## config.mk

```make
export PLATFORM = sky130hd
export DESIGN_NAME = uart
export DESIGN_NICKNAME = d
export VERILOG_FILES = /design/src/rtl/uart.sv
export SDC_FILE = /design/constraint.sdc
export NUM_CORES = 1
export LEC_CHECK = 0
export CAP_MARGIN = 0
export CORE_ASPECT_RATIO = 0.7
export CORE_MARGIN = 5
export CORE_UTILIZATION = 30
export DETAILED_ROUTE_END_ITERATION = 12
export MAX_ROUTING_LAYER = met4
export PLACE_DENSITY = 0.42
export RECOVER_POWER = 25
export SYNTH_ARGS = -nofsm -noshare
export SYNTH_HDL_FRONTEND = slang
export SYNTH_HIERARCHICAL = 1
export SYNTH_SLANG_ARGS = --single-unit
```

## constraint.sdc

```tcl
create_clock -name clk -period 7.53 [get_ports clk]
set_input_delay 1.506 -clock clk [delete_from_list [all_inputs] [get_ports clk]]
set_output_delay 1.506 -clock clk [all_outputs]
set_load 0.02 [all_outputs]
```

## src/rtl/uart.sv

```systemverilog
// Full-duplex 8N1 UART: RX/TX FIFOs behind a write-strobed register port; TX frames start 2 cycles after a write event.
// Writes to a full TX FIFO and bytes arriving at a full RX FIFO are dropped; define UART_LOOPBACK_EN to feed Tx into the receiver.

module uart_fifo #(
  parameter int DEPTH = 8,
  parameter int W     = 8
) (
  input  logic         clk,
  input  logic         rst_n,
  input  logic         flush_i,
  input  logic         push_i,
  input  logic         pop_i,
  input  logic [W-1:0] dat_i,
  output logic [W-1:0] dat_o,
  output logic         empty_o,
  output logic         full_o
);
  localparam int AW = (DEPTH > 1) ? $clog2(DEPTH) : 1;

  logic [W-1:0]  mem_q [DEPTH];
  logic [AW-1:0] wr_q, rd_q;
  logic [AW:0]   cnt_q, cnt_d;
  logic          do_push, do_pop;

  assign do_push = push_i && !full_o;
  assign do_pop  = pop_i && !empty_o;
  assign dat_o   = mem_q[rd_q];

  always_comb begin
    cnt_d = cnt_q;
    if (flush_i)                cnt_d = '0;
    else if (do_push && !do_pop) cnt_d = cnt_q + 1'b1;
    else if (do_pop && !do_push) cnt_d = cnt_q - 1'b1;
  end

  // Flags are registered from the next count so they track the count with no extra lag.
  always_ff @(posedge clk or negedge rst_n) begin
    if (!rst_n) begin
      wr_q    <= '0;
      rd_q    <= '0;
      cnt_q   <= '0;
      empty_o <= 1'b1;
      full_o  <= 1'b0;
    end else begin
      cnt_q   <= cnt_d;
      empty_o <= (cnt_d == '0);
      full_o  <= (cnt_d == (AW+1)'(DEPTH));
      if (flush_i) begin
        wr_q <= '0;
        rd_q <= '0;
      end else begin
        if (do_push) wr_q <= wr_q + 1'b1;
        if (do_pop)  rd_q <= rd_q + 1'b1;
      end
    end
  end

  always_ff @(posedge clk) begin
    if (do_push && !flush_i) mem_q[wr_q] <= dat_i;
  end
endmodule

module uart #(
  parameter int CLKS_PER_BIT = 40,
  parameter int FIFO_DEPTH   = 8
) (
  input  logic       clk,
  input  logic       rst_n,
  input  logic       Rx,
  input  logic [2:0] address,
  input  logic [7:0] w_data,
  input  logic       we,
  output logic [7:0] r_data,
  output logic       rx_empty,
  output logic       Tx,
  output logic       full
);
  localparam int              CW       = $clog2(CLKS_PER_BIT);
  localparam logic [CW-1:0]   BIT_END  = CW'(CLKS_PER_BIT - 1);
  localparam logic [CW-1:0]   HALF_END = CW'(CLKS_PER_BIT / 2 - 1);

  typedef enum logic [1:0] {S_IDLE, S_START, S_DATA, S_STOP} state_t;

  logic we_q, wr_evt, tx_push, rx_pop, flush;
  logic rx_in, rx_push, rx_full;
  logic [7:0] rx_head, tx_head;
  logic tx_empty, tx_start;

  state_t        rx_state_q, tx_state_q;
  logic [CW-1:0] rx_cnt_q, tx_cnt_q;
  logic [2:0]    rx_idx_q, tx_idx_q;
  logic [7:0]    rx_shift_q, tx_shift_q;
  logic          tx_q;

  assign wr_evt  = we && !we_q;
  assign tx_push = wr_evt && !address[2];
  assign rx_pop  = wr_evt && (address == 3'd4);
  assign flush   = wr_evt && (address == 3'd5);

  always_ff @(posedge clk or negedge rst_n) begin
    if (!rst_n) we_q <= 1'b0;
    else        we_q <= we;
  end

`ifdef UART_LOOPBACK_EN
  assign rx_in = tx_q;
`else
  logic rx_meta_q, rx_sync_q;
  always_ff @(posedge clk or negedge rst_n) begin
    if (!rst_n) begin
      rx_meta_q <= 1'b1;
      rx_sync_q <= 1'b1;
    end else begin
      rx_meta_q <= Rx;
      rx_sync_q <= rx_meta_q;
    end
  end
  assign rx_in = rx_sync_q;
`endif

  // A good stop bit pushes in the sampling cycle, so rx_empty drops on the next edge.
  assign rx_push = (rx_state_q == S_STOP) && (rx_cnt_q == BIT_END) && rx_in && !rx_full;

  always_ff @(posedge clk or negedge rst_n) begin
    if (!rst_n) begin
      rx_state_q <= S_IDLE;
      rx_cnt_q   <= '0;
      rx_idx_q   <= '0;
      rx_shift_q <= '0;
    end else begin
      case (rx_state_q)
        S_IDLE: if (!rx_in) begin
          rx_state_q <= S_START;
          rx_cnt_q   <= '0;
        end
        S_START: if (rx_cnt_q == HALF_END) begin
          rx_cnt_q   <= '0;
          rx_idx_q   <= '0;
          rx_state_q <= rx_in ? S_IDLE : S_DATA;
        end else rx_cnt_q <= rx_cnt_q + 1'b1;
        S_DATA: if (rx_cnt_q == BIT_END) begin
          rx_cnt_q   <= '0;
          rx_shift_q <= {rx_in, rx_shift_q[7:1]};
          rx_idx_q   <= rx_idx_q + 1'b1;
          if (rx_idx_q == 3'd7) rx_state_q <= S_STOP;
        end else rx_cnt_q <= rx_cnt_q + 1'b1;
        default: if (rx_cnt_q == BIT_END) begin
          rx_cnt_q   <= '0;
          rx_state_q <= S_IDLE;
        end else rx_cnt_q <= rx_cnt_q + 1'b1;
      endcase
    end
  end

  // Reloading straight from the stop bit keeps queued frames contiguous.
  assign tx_start = !tx_empty &&
                    ((tx_state_q == S_IDLE) || ((tx_state_q == S_STOP) && (tx_cnt_q == BIT_END)));

  always_ff @(posedge clk or negedge rst_n) begin
    if (!rst_n) begin
      tx_state_q <= S_IDLE;
      tx_cnt_q   <= '0;
      tx_idx_q   <= '0;
      tx_shift_q <= '0;
      tx_q       <= 1'b1;
    end else begin
      case (tx_state_q)
        S_IDLE: if (tx_start) begin
          tx_shift_q <= tx_head;
          tx_q       <= 1'b0;
          tx_cnt_q   <= '0;
          tx_state_q <= S_START;
        end
        S_START: if (tx_cnt_q == BIT_END) begin
          tx_cnt_q   <= '0;
          tx_idx_q   <= '0;
          tx_q       <= tx_shift_q[0];
          tx_state_q <= S_DATA;
        end else tx_cnt_q <= tx_cnt_q + 1'b1;
        S_DATA: if (tx_cnt_q == BIT_END) begin
          tx_cnt_q <= '0;
          tx_idx_q <= tx_idx_q + 1'b1;
          if (tx_idx_q == 3'd7) begin
            tx_q       <= 1'b1;
            tx_state_q <= S_STOP;
          end else begin
            tx_q       <= tx_shift_q[1];
            tx_shift_q <= {1'b0, tx_shift_q[7:1]};
          end
        end else tx_cnt_q <= tx_cnt_q + 1'b1;
        default: if (tx_cnt_q == BIT_END) begin
          tx_cnt_q <= '0;
          if (tx_start) begin
            tx_shift_q <= tx_head;
            tx_q       <= 1'b0;
            tx_state_q <= S_START;
          end else tx_state_q <= S_IDLE;
        end else tx_cnt_q <= tx_cnt_q + 1'b1;
      endcase
    end
  end

  assign Tx = tx_q;

  uart_fifo #(.DEPTH(FIFO_DEPTH), .W(8)) u_rx_fifo (
    .clk     (clk),
    .rst_n   (rst_n),
    .flush_i (flush),
    .push_i  (rx_push),
    .pop_i   (rx_pop),
    .dat_i   (rx_shift_q),
    .dat_o   (rx_head),
    .empty_o (rx_empty),
    .full_o  (rx_full)
  );

  uart_fifo #(.DEPTH(FIFO_DEPTH), .W(8)) u_tx_fifo (
    .clk     (clk),
    .rst_n   (rst_n),
    .flush_i (flush),
    .push_i  (tx_push),
    .pop_i   (tx_start),
    .dat_i   (w_data),
    .dat_o   (tx_head),
    .empty_o (tx_empty),
    .full_o  (full)
  );

  always_comb begin
    r_data = 8'h00;
    case (address)
      3'd0, 3'd1, 3'd2, 3'd3: if (!rx_empty) r_data = rx_head;
      3'd4:                   r_data = {6'b0, full, rx_empty};
      default:                r_data = 8'h00;
    endcase
  end
endmodule

```

==> metrics, run 1 <==
most common cell in the synthesized netlist edfxtp_1; Pwr Density 327.3 mW/mm^2; slew at the pin closest to its max-slew limit 3.842 ns; Cell Rows 52; Synth cell types 59; Chip Width 213.0 microns; Flop pwr share 45.7%; critical-path cell list clkdlybuf4s50_1 -> nor2_1 -> and2_1 -> clkdlybuf4s50_1; share of cells above drive strength 1 13.14%; CP top delay family buffers and inverters; hold path depth 0; global-route wire length before repair 28.55 mm; RSZ-0062 raised after global routing false; Fmax achieved 0.2048 GHz; buffers added on ports 25; worst skew pair latency 0.43 ns; DR vias 4,818; final WL 18.12 mm; Required @ worst endpoint 6.02 ns; power share of the clock group 29.2%; Async SR Flop Fraction 34.02%; # IOs 26; Met3 Wirelength 510 microns; CTS Buf Count 17; Root Buffer clkbuf_16; switching share of power 31.04%; Tot GR Track Use 11.85%; worst clock skew 0.01192 ns; cell-internal power 2225 uW; slowest CP cell clkdlybuf4s50_1; synthesized flop and latch total 194; Synth top area share 44.43%; Max stage delay on crit path 0.62 ns; Initial Util 30.15%; sequential fraction of the synthesis area 63.59%; yosys warns 6; Synth area leaders edfxtp_1 44%, dfrtp_1 18%, mux4_1 9.7%, mux2_2 3.6%, ha_1 2.6%; period utilisation layout 64.84%; max-capacitance violation count 1; LEAKAGE 0.003481 uW; logic gate share of total power 25.1%; Mean Syn Cell Area 15.26 sq um; Peak VDD IR 0.0001623 V; crit path kind primary input to output pin; drt drc 0; largest net degree at the start of global routing 67; hold crit path type flop to flop; setup repair bufs after CTS 0; Via-to-Cell Ratio 4.921; Worst R2R End u_rx_fifo/mem_q[4][5]; Reg2Reg Launch Point rx_cnt_q[0]; final hold vios 0; Core Area 0.02869 sq mm; DR top layer met4; P_sw 1002 uW; CP Data Arrival Time 3.38 ns; post_cts resized 0; WL/cell 18.50 microns; Buf/Inv on CP 2; diode count 0; Area Overhead vs Synth 13.94%; final core utilization 34.36%; Fin Setup TNS 0 ns; outcome finished with violations; Levels on crit path 4; die height 152.1 microns; cells on worst reg2reg path 7; met2 wire length 8.395 mm; ys flop type edfxtp_1; CTS Hold Bufs 0; Mapped Cells 567; relative slew slack -156.1%; die area 0.03239 sq mm; vias in the first global route 4,894; M1 wire length 9.082 mm; CTS tree built; r2r setup slk 4.34 ns; Post-synth top cells 128 x edfxtp_1, 61 x dfrtp_1, 43 x nor2_1; 1st-pass router iterations 5; Hold Path Sink rx_in; dpl hpwl 11.66 mm; CTS Buffer Depth 2; cell repeated most along the worst path clkdlybuf4s50_1; min cycle time layout 4.882 ns; Setup crit start address[2]; Synth Cell Area 0.008652 sq mm; CP Max Fanout 8; final setup fails 0; GRT Residual Overflow 0; initial drt markers 247; Final Slew Violations 67; HP Start rx_meta_q; Syn Nets 600; H-tree depth 4; Antenna Violating Nets Remaining 0; CP Capture Type output pin; Fillers 2,724; number of synthesized flops with an enable pin 128; Startpoint Class primary input; Sink Count 194; initial antenna violation count 0; Final GP Congestion 0.7808; CTS clock-pin slew for the worst setup and hold paths 0.08 ns; Final Net Count 621; failing checks max-capacitance violations, max-slew violations; area leader, netlist edfxtp_1
==> worst max path at each step <==
| stage | to | slack [ns] |
|---|---|---|
| CTS | r_data[2] | 2.62 |
| global placement | r_data[2] | 2.68 |
| detailed placement | r_data[2] | 2.61 |
| global route | u_tx_fifo/wr_q[0] | 2.08 |
| finish | r_data[2] | 2.65 |
| floorplan | r_data[1] | 4.00 |
==> flip-flops by register name, summed over array words and instances, names as in the netlist, 4 cells and up <==
| register | cells |
|---|---|
| u_tx_fifo/cnt_q | 4 |
| rx_cnt_q | 6 |
| u_rx_fifo/cnt_q | 4 |
| rx_shift_q | 8 |
| tx_cnt_q | 6 |
| u_tx_fifo/mem_q | 64 |
| tx_shift_q | 8 |
| u_rx_fifo/mem_q | 64 |
==> area by class of cell <==
type	instances	area (sq um)	area share (%)
flip-flops and latches	194	5502	55.81
well taps	378	473.0	4.798
multi-input cells	335	2955	29.98
clock buffers	19	432.9	4.391
repair buffers	30	281.5	2.856
clock inverters	13	176.4	1.790
inverters	10	37.54	0.3808
==> layout by cell type (no fill, tap or decap), types with 4 or more instances in the layout <==
cell type          n
edfxtp_1         128
dfrtp_1           61
nor2_1            43
nand2_1           35
mux4_1            32
mux2_2            28
clkdlybuf4s50_1   20
ha_1              18
clkbuf_16         17
o21ai_0           16
nor3_1            14
xnor2_1           12
nand3_1           11
nand2b_1          11
inv_1             10
a21oi_1           10
and2_1             9
or3_1              7
o32a_1             7
o221a_2            7
a211oi_1           6
xor2_1             6
nor2b_1            5
a22o_1             5
buf_4              5
dfstp_2            4
a31oi_1            4
clkinv_4           4
dlygate4sd3_1      4
and4_1             4
==> metrics by stage <==
| step | std cells | setup slack, ns | cell area (sq um) | hold slack (ns) | power [uW] |
|---|---|---|---|---|---|
| after floorplan | 567 | 4.002 | 8652 | 0.3452 | 2086 |
| after global placement | 947 | 2.685 | 9253 | 0.3497 | 2289 |
| after detailed placement | 947 | 2.614 | 9253 | 0.3496 | 2317 |
| after CTS | 979 | 2.616 | 9862 | 0.3769 | 3274 |
| after global routing | 979 | 2.080 | 9858 | 0.3809 | 3418 |
| final | 979 | 2.648 | 9858 | 0.3752 | 3227 |
==> logic make-up (layout without fill, tap and decap cells) <==
family | count (synthesis) | count (layout) | share of synthesized area (%)
AOI/OAI and AO/OA | 79 | 79 | 6.797
buffers and inverters | 38 | 72 | 2.372
muxes | 61 | 61 | 13.48
xor gates and xnor gates | 18 | 18 | 1.822
and+or+nand+nor | 159 | 159 | 9.342
DFF | 194 | 194 | 63.59
adders and majority gates | 18 | 18 | 2.603
==> power by group through the flow <==
stage               Combinational, uW  Sequential, uW  Clock, uW
finish                            811            1470        943
global route                      899            1500       1020
CTS                               821            1480        974
detailed placement                815            1500          0
global placement                  796            1490          0
floorplan                         717            1370          0
==> per-layer routing <==
| layer | global-route usage [%] | vias to the layer above |
|---|---|---|
| met5 | - | - |
| met4 | 2.650 | 0 |
| met3 | 2.679 | 6 |
| met2 | 17.17 | 54 |
| met1 | 17.10 | 2504 |
| li1 | - | 2254 |
(Power assumes the default switching activity.)
==> run 2, diff against run 1 <==
--- a/config.mk
+++ b/config.mk
@@ -11,7 +11,7 @@
 export CORE_UTILIZATION = 30
 export DETAILED_ROUTE_END_ITERATION = 12
 export MAX_ROUTING_LAYER = met4
-export PLACE_DENSITY = 0.42
+export PLACE_DENSITY = 0.43
 export RECOVER_POWER = 25
 export SYNTH_ARGS = -nofsm -noshare
 export SYNTH_HDL_FRONTEND = slang
==> constraint.sdc (replaced) <==
create_clock -name clk -period 4 [get_ports clk]
set_input_delay 0.8 -clock clk [delete_from_list [all_inputs] [get_ports clk]]
set_output_delay 0.8 -clock clk [all_outputs]
set_load 0.02 [all_outputs]
==> run 2 against run 1 <==
Net effect: the run still ends with max-capacitance violations, max-slew violations left; die area stayed put; first-iteration DRC count up 33%; largest power group unchanged; highest routed layer unchanged; worst setup slack worse by 2.2 ns; largest cell class unchanged; critical endpoint is now r_data[1].
==> metrics, run 2 (synthesis results as in run 1) <==
Core Area 0.02869 sq mm (unchanged); failing checks max-capacitance violations, max-slew violations; sequential cell area 0.005502 sq mm (unchanged); most frequent cells in the layout 128 x edfxtp_1, 61 x dfrtp_1, 43 x nor2_1; die height 152.1 microns (unchanged); die area 0.03239 sq mm (unchanged); worst clock skew 0.006587 ns (-0.005330 ns); DR vias 4,755 (-1.3%); largest net degree at the start of global routing 67 (unchanged); Initial Util 30.15% (unchanged); relative slew slack -20.31% (+140 points); CTS Buf Count 17 (unchanged); r2r setup slk 1.05 ns (-3.29 ns); H-tree depth 4 (unchanged); Antenna Violating Nets Remaining 0 (unchanged); max-capacitance violation count 1 (unchanged); slowest CP cell dfrtp_1; final core utilization 34.55% (+0.19 points); period utilisation layout 89.58%; CP Data Arrival Time 2.78 ns (-0.60 ns); Required @ worst endpoint 3.20 ns (-2.82 ns); Peak VDD IR 0.0003140 V (+93%); Final GP Congestion 0.7955 (+1.9%); CTS Buffer Depth 2 (unchanged); HP Start rx_meta_q; final hold vios 0 (unchanged); initial drt markers 328 (+33%); share of cells above drive strength 1 15.45% (+2.3 points); CTS tree built; Via-to-Cell Ratio 4.789 (-2.7%); most common cell after layout, fill and taps aside edfxtp_1; CP Capture Type output pin; Fmax achieved 0.2791 GHz; Reg2Reg Launch Point rx_cnt_q[0]; Sink Count 194 (unchanged); # IOs 26 (unchanged); initial antenna violation count 0 (unchanged); diode count 0 (unchanged); setup repair bufs after CTS 0 (unchanged); min cycle time layout 3.583 ns; Cell Rows 52 (unchanged); worst skew pair latency 0.43 ns (about the same); hold path depth 0 (unchanged); Hold Path Sink rx_in; global-route wire length before repair 27.81 mm (-2.6%); Fin Setup TNS 0 ns (unchanged); buffers added on ports 25 (unchanged); Startpoint Class flop; RSZ-0062 raised after global routing false; hold crit path type flop to flop; Fillers 2,714 (-0.37%); Worst R2R End u_rx_fifo/mem_q[5][2]; Pwr Density 597.3 mW/mm^2 (+82%); drt drc 0 (unchanged); crit path kind flop to output pin; CTS clock-pin slew for the worst setup and hold paths 0.07 ns (about the same); Area Overhead vs Synth 14.56%; WL/cell 17.45 microns (-5.7%); Final Slew Violations 67 (unchanged); Final Net Count 635 (+2.3%); post_cts resized 0 (unchanged); final setup fails 0 (unchanged); CP Max Fanout 17 (+9); cells on worst reg2reg path 8 (+1); 1st-pass router iterations 4 (-1); outcome finished with violations; vias in the first global route 4,893 (-0.020%); LEAKAGE 0.003535 uW (+1.6%); area of the multi-input gates 0.002950 sq mm (-0.17%); dpl hpwl 11.55 mm (-0.94%); Chip Width 213.0 microns (unchanged); Root Buffer clkbuf_16; critical-path cell list mux4_1 -> mux2_2 -> a32o_1 -> clkdlybuf4s50_1; Max stage delay on crit path 0.88 ns (+0.26 ns); CTS Hold Bufs 0 (unchanged); final WL 17.33 mm (-4.3%); GRT Residual Overflow 0 (unchanged); Top Registers u_rx_fifo/mem_q: 64 flops, u_tx_fifo/mem_q: 64 flops; slew at the pin closest to its max-slew limit 1.805 ns (-2.037 ns); Tot GR Track Use 11.46% (-0.39 points)
run 2: critical path, delay by kind of cell, from the launching register on:
family / cells / cell delay (ns)
AOI/OAI and AO/OA: 1 / 0.21
buffers and inverters: 1 / 0.54
DFF: 1 / 0.88
muxes: 2 / 0.72
run 2: worst max path at each step:
stage	slack [ns]	start	depth (start not counted)	to
after floorplan	1.41	rx_cnt_q[0]	8	u_rx_fifo/mem_q[0][0]
after global placement	0.58	address[2]	4	r_data[2]
after detailed placement	0.54	address[2]	4	r_data[2]
after CTS	0.34	u_rx_fifo/rd_q[1]	4	r_data[1]
after global routing	0.29	u_rx_fifo/rd_q[1]	4	r_data[1]
final	0.42	u_rx_fifo/rd_q[1]	4	r_data[1]
run 2: area by class of cell:
type	instances	area share, %
Sequential cell	194	55.50
Multi-Input combinational cell	335	29.77
Tap cell	378	4.772
Clock buffer	19	4.368
Timing Repair Buffer	44	3.913
Clock inverter	13	1.300
Inverter	10	0.3787
run 2: power by group:
group          switching, uW  internal, uW  total (uW)
sequential               348          2370        2720
clock                    793           822        1610
combinational            743           846        1590
run 2: stage by stage:
step                cell area, sq um  instances  hold WS (ns)  setup WS (ns)  power, uW
floorplan                       8652        567        0.3452          1.409       3928
global placement                9353        961        0.3454         0.5767       4338
detailed placement              9353        961        0.3487         0.5419       4366
CTS                             9915        993        0.3600         0.3425       6021
global route                    9912        993        0.3635         0.2935       6293
finish                          9912        993        0.3595         0.4166       5921
run 2: per-layer routing:
layer	up-vias	share of wire (%)	global-route usage (%)	wire (microns)
li1	2284	-	-	-
met1	2408	52	16.83	8936
met2	45	44	16.07	7635
met3	18	3.3	2.514	566
met4	0	1.1	3.076	190
met5	-	0	-	0
==> run 3, diff against run 2 <==
--- a/config.mk
+++ b/config.mk
@@ -10,9 +10,11 @@
 export CORE_MARGIN = 5
 export CORE_UTILIZATION = 30
 export DETAILED_ROUTE_END_ITERATION = 12
+export GPL_ROUTABILITY_DRIVEN = 0
 export MAX_ROUTING_LAYER = met4
 export PLACE_DENSITY = 0.43
 export RECOVER_POWER = 25
+export REMOVE_ABC_BUFFERS = 1
 export SYNTH_ARGS = -nofsm -noshare
 export SYNTH_HDL_FRONTEND = slang
 export SYNTH_HIERARCHICAL = 1
==> run 3 against run 2 <==
Net effect: the run still ends with max-capacitance violations, max-slew violations left; non-clock buffer count increased by 4; register-to-register slack got worse by 0.05 ns; final area increased by 0.62%; highest routed layer unchanged.
==> metrics, run 3 (synthesis results as in run 1) <==
H-tree depth 4 (unchanged); Top Registers u_rx_fifo/mem_q: 64 flops, u_tx_fifo/mem_q: 64 flops; total power 6056 uW (+2.3%); outcome finished with violations; WL/cell 18.00 microns (+3.1%); final setup fails 0 (unchanged); drt drc 0 (unchanged); CP Max Fanout 10 (-7); relative slew slack -19.27% (+1.0 points); Tot GR Track Use 11.74% (+0.28 points); CP top delay family multiplexers; Buf/Inv on CP 2 (+1); critical-path cell list buf_4 -> mux4_1 -> mux2_2 -> a32o_1 -> clkdlybuf4s50_1; Via-to-Cell Ratio 4.930 (+3.0%); Chip Width 213.0 microns (unchanged); setup repair bufs after CTS 0 (unchanged); Initial Util 30.15% (unchanged); CTS Buf Count 17 (unchanged); initial drt markers 351 (+7.0%); Fmax achieved 0.2879 GHz (+3.2%); period utilisation layout 86.85% (-2.7 points); largest net degree at the start of global routing 67 (unchanged); Required @ worst endpoint 3.20 ns (about the same); Core Area 0.02869 sq mm (unchanged); 1st-pass router iterations 5 (+1); min cycle time layout 3.474 ns (-0.1095 ns); diode count 0 (unchanged); Area Overhead vs Synth 15.27%; dpl hpwl 12.02 mm (+4.0%); failing checks max-capacitance violations, max-slew violations; slowest CP cell mux4_1; most common cell after layout, fill and taps aside edfxtp_1; Antenna Violating Nets Remaining 0 (unchanged); Final Net Count 639 (+0.63%); most frequent cells in the layout 128 x edfxtp_1, 61 x dfrtp_1, 43 x nor2_1; CTS Hold Bufs 0 (unchanged); slew at the pin closest to its max-slew limit 1.789 ns (-0.01558 ns); final hold vios 0 (unchanged); Sink Count 194 (unchanged); buffers added on ports 25 (unchanged); share of cells above drive strength 1 15.83% (+0.38 points); die area 0.03239 sq mm (unchanged); Cell Rows 52 (unchanged); crit path kind flop to output pin; RSZ-0062 raised after global routing false; vias in the first global route 4,843 (-1.0%); Peak VDD IR 0.0002337 V (-26%); CTS tree built; CTS Buffer Depth 2 (unchanged); LEAKAGE 0.003577 uW (+1.2%); DR vias 4,915 (+3.4%); Max stage delay on crit path 0.59 ns (-0.29 ns); die height 152.1 microns (unchanged); final WL 17.94 mm (+3.5%); max-capacitance violation count 1 (unchanged); Final Slew Violations 67 (unchanged); Root Buffer clkbuf_16; hold crit path type flop to flop; # IOs 26 (unchanged); CP Data Arrival Time 2.67 ns (-0.11 ns); GRT Residual Overflow 0 (unchanged); Fin Setup TNS 0 ns (unchanged); Startpoint Class flop; worst skew pair latency 0.44 ns (about the same); Fillers 2,716 (+0.074%); global-route wire length before repair 28.15 mm (+1.2%); post_cts resized 0 (unchanged); worst clock skew 0.01819 ns (+0.01160 ns); CTS clock-pin slew for the worst setup and hold paths 0.07 ns (about the same); initial antenna violation count 0 (unchanged); CP Capture Type output pin; Pwr Density 607.2 mW/mm^2 (+1.6%)
==> run 3: metal layers <==
metal | GRT usage (%) | wire length (microns)
met4 | 2.741 | 157
met1 | 17.06 | 9016
met2 | 16.51 | 8184
met5 | - | 0
met3 | 3.071 | 585
==> run 3: report_power, final <==
group	internal, uW	switching, uW
clock network	898	820
registers	2370	353
logic	847	770
==> run 3: path summary, 6_finish.rpt <==
path | cells after the start | slack [ns] | to | start
hold / removal | 0 | 0.36 | rx_in | rx_meta_q
max in group asynchronous | 1 | 2.09 | rx_shift_q[3] | rst_n
hold reg to reg | 0 | 0.36 | rx_in | rx_meta_q
setup reg to reg | 8 | 1.00 | u_rx_fifo/mem_q[0][2] | rx_cnt_q[0]
setup / recovery | 5 | 0.53 | r_data[1] | u_rx_fifo/rd_q[0]
min in group asynchronous | 1 | 0.85 | we_q | rst_n
==> run 3: final cells by class <==
class	instances	area [sq um]	share of cell area, %
Clock inverter	14	163.9	1.643
Timing Repair Buffer	48	417.9	4.190
Tap cell	378	473.0	4.742
Inverter	10	37.54	0.3764
Multi-Input combinational cell	335	2950	29.58
Sequential cell	194	5502	55.16
Clock buffer	18	429.2	4.303
==> run 3: per-stage QoR <==
step	setup WS [ns]	instance area [sq um]	instances	utilization, %	hold slack, ns
floorplan	0.8653	8484	539	-	0.3452
global placement	0.7795	9383	965	32.70	0.3495
detailed placement	0.7564	9383	965	32.70	0.3509
CTS	0.4149	9976	997	34.77	0.3614
global route	0.3984	9973	997	34.76	0.3621
finish	0.5261	9973	997	34.76	0.3597
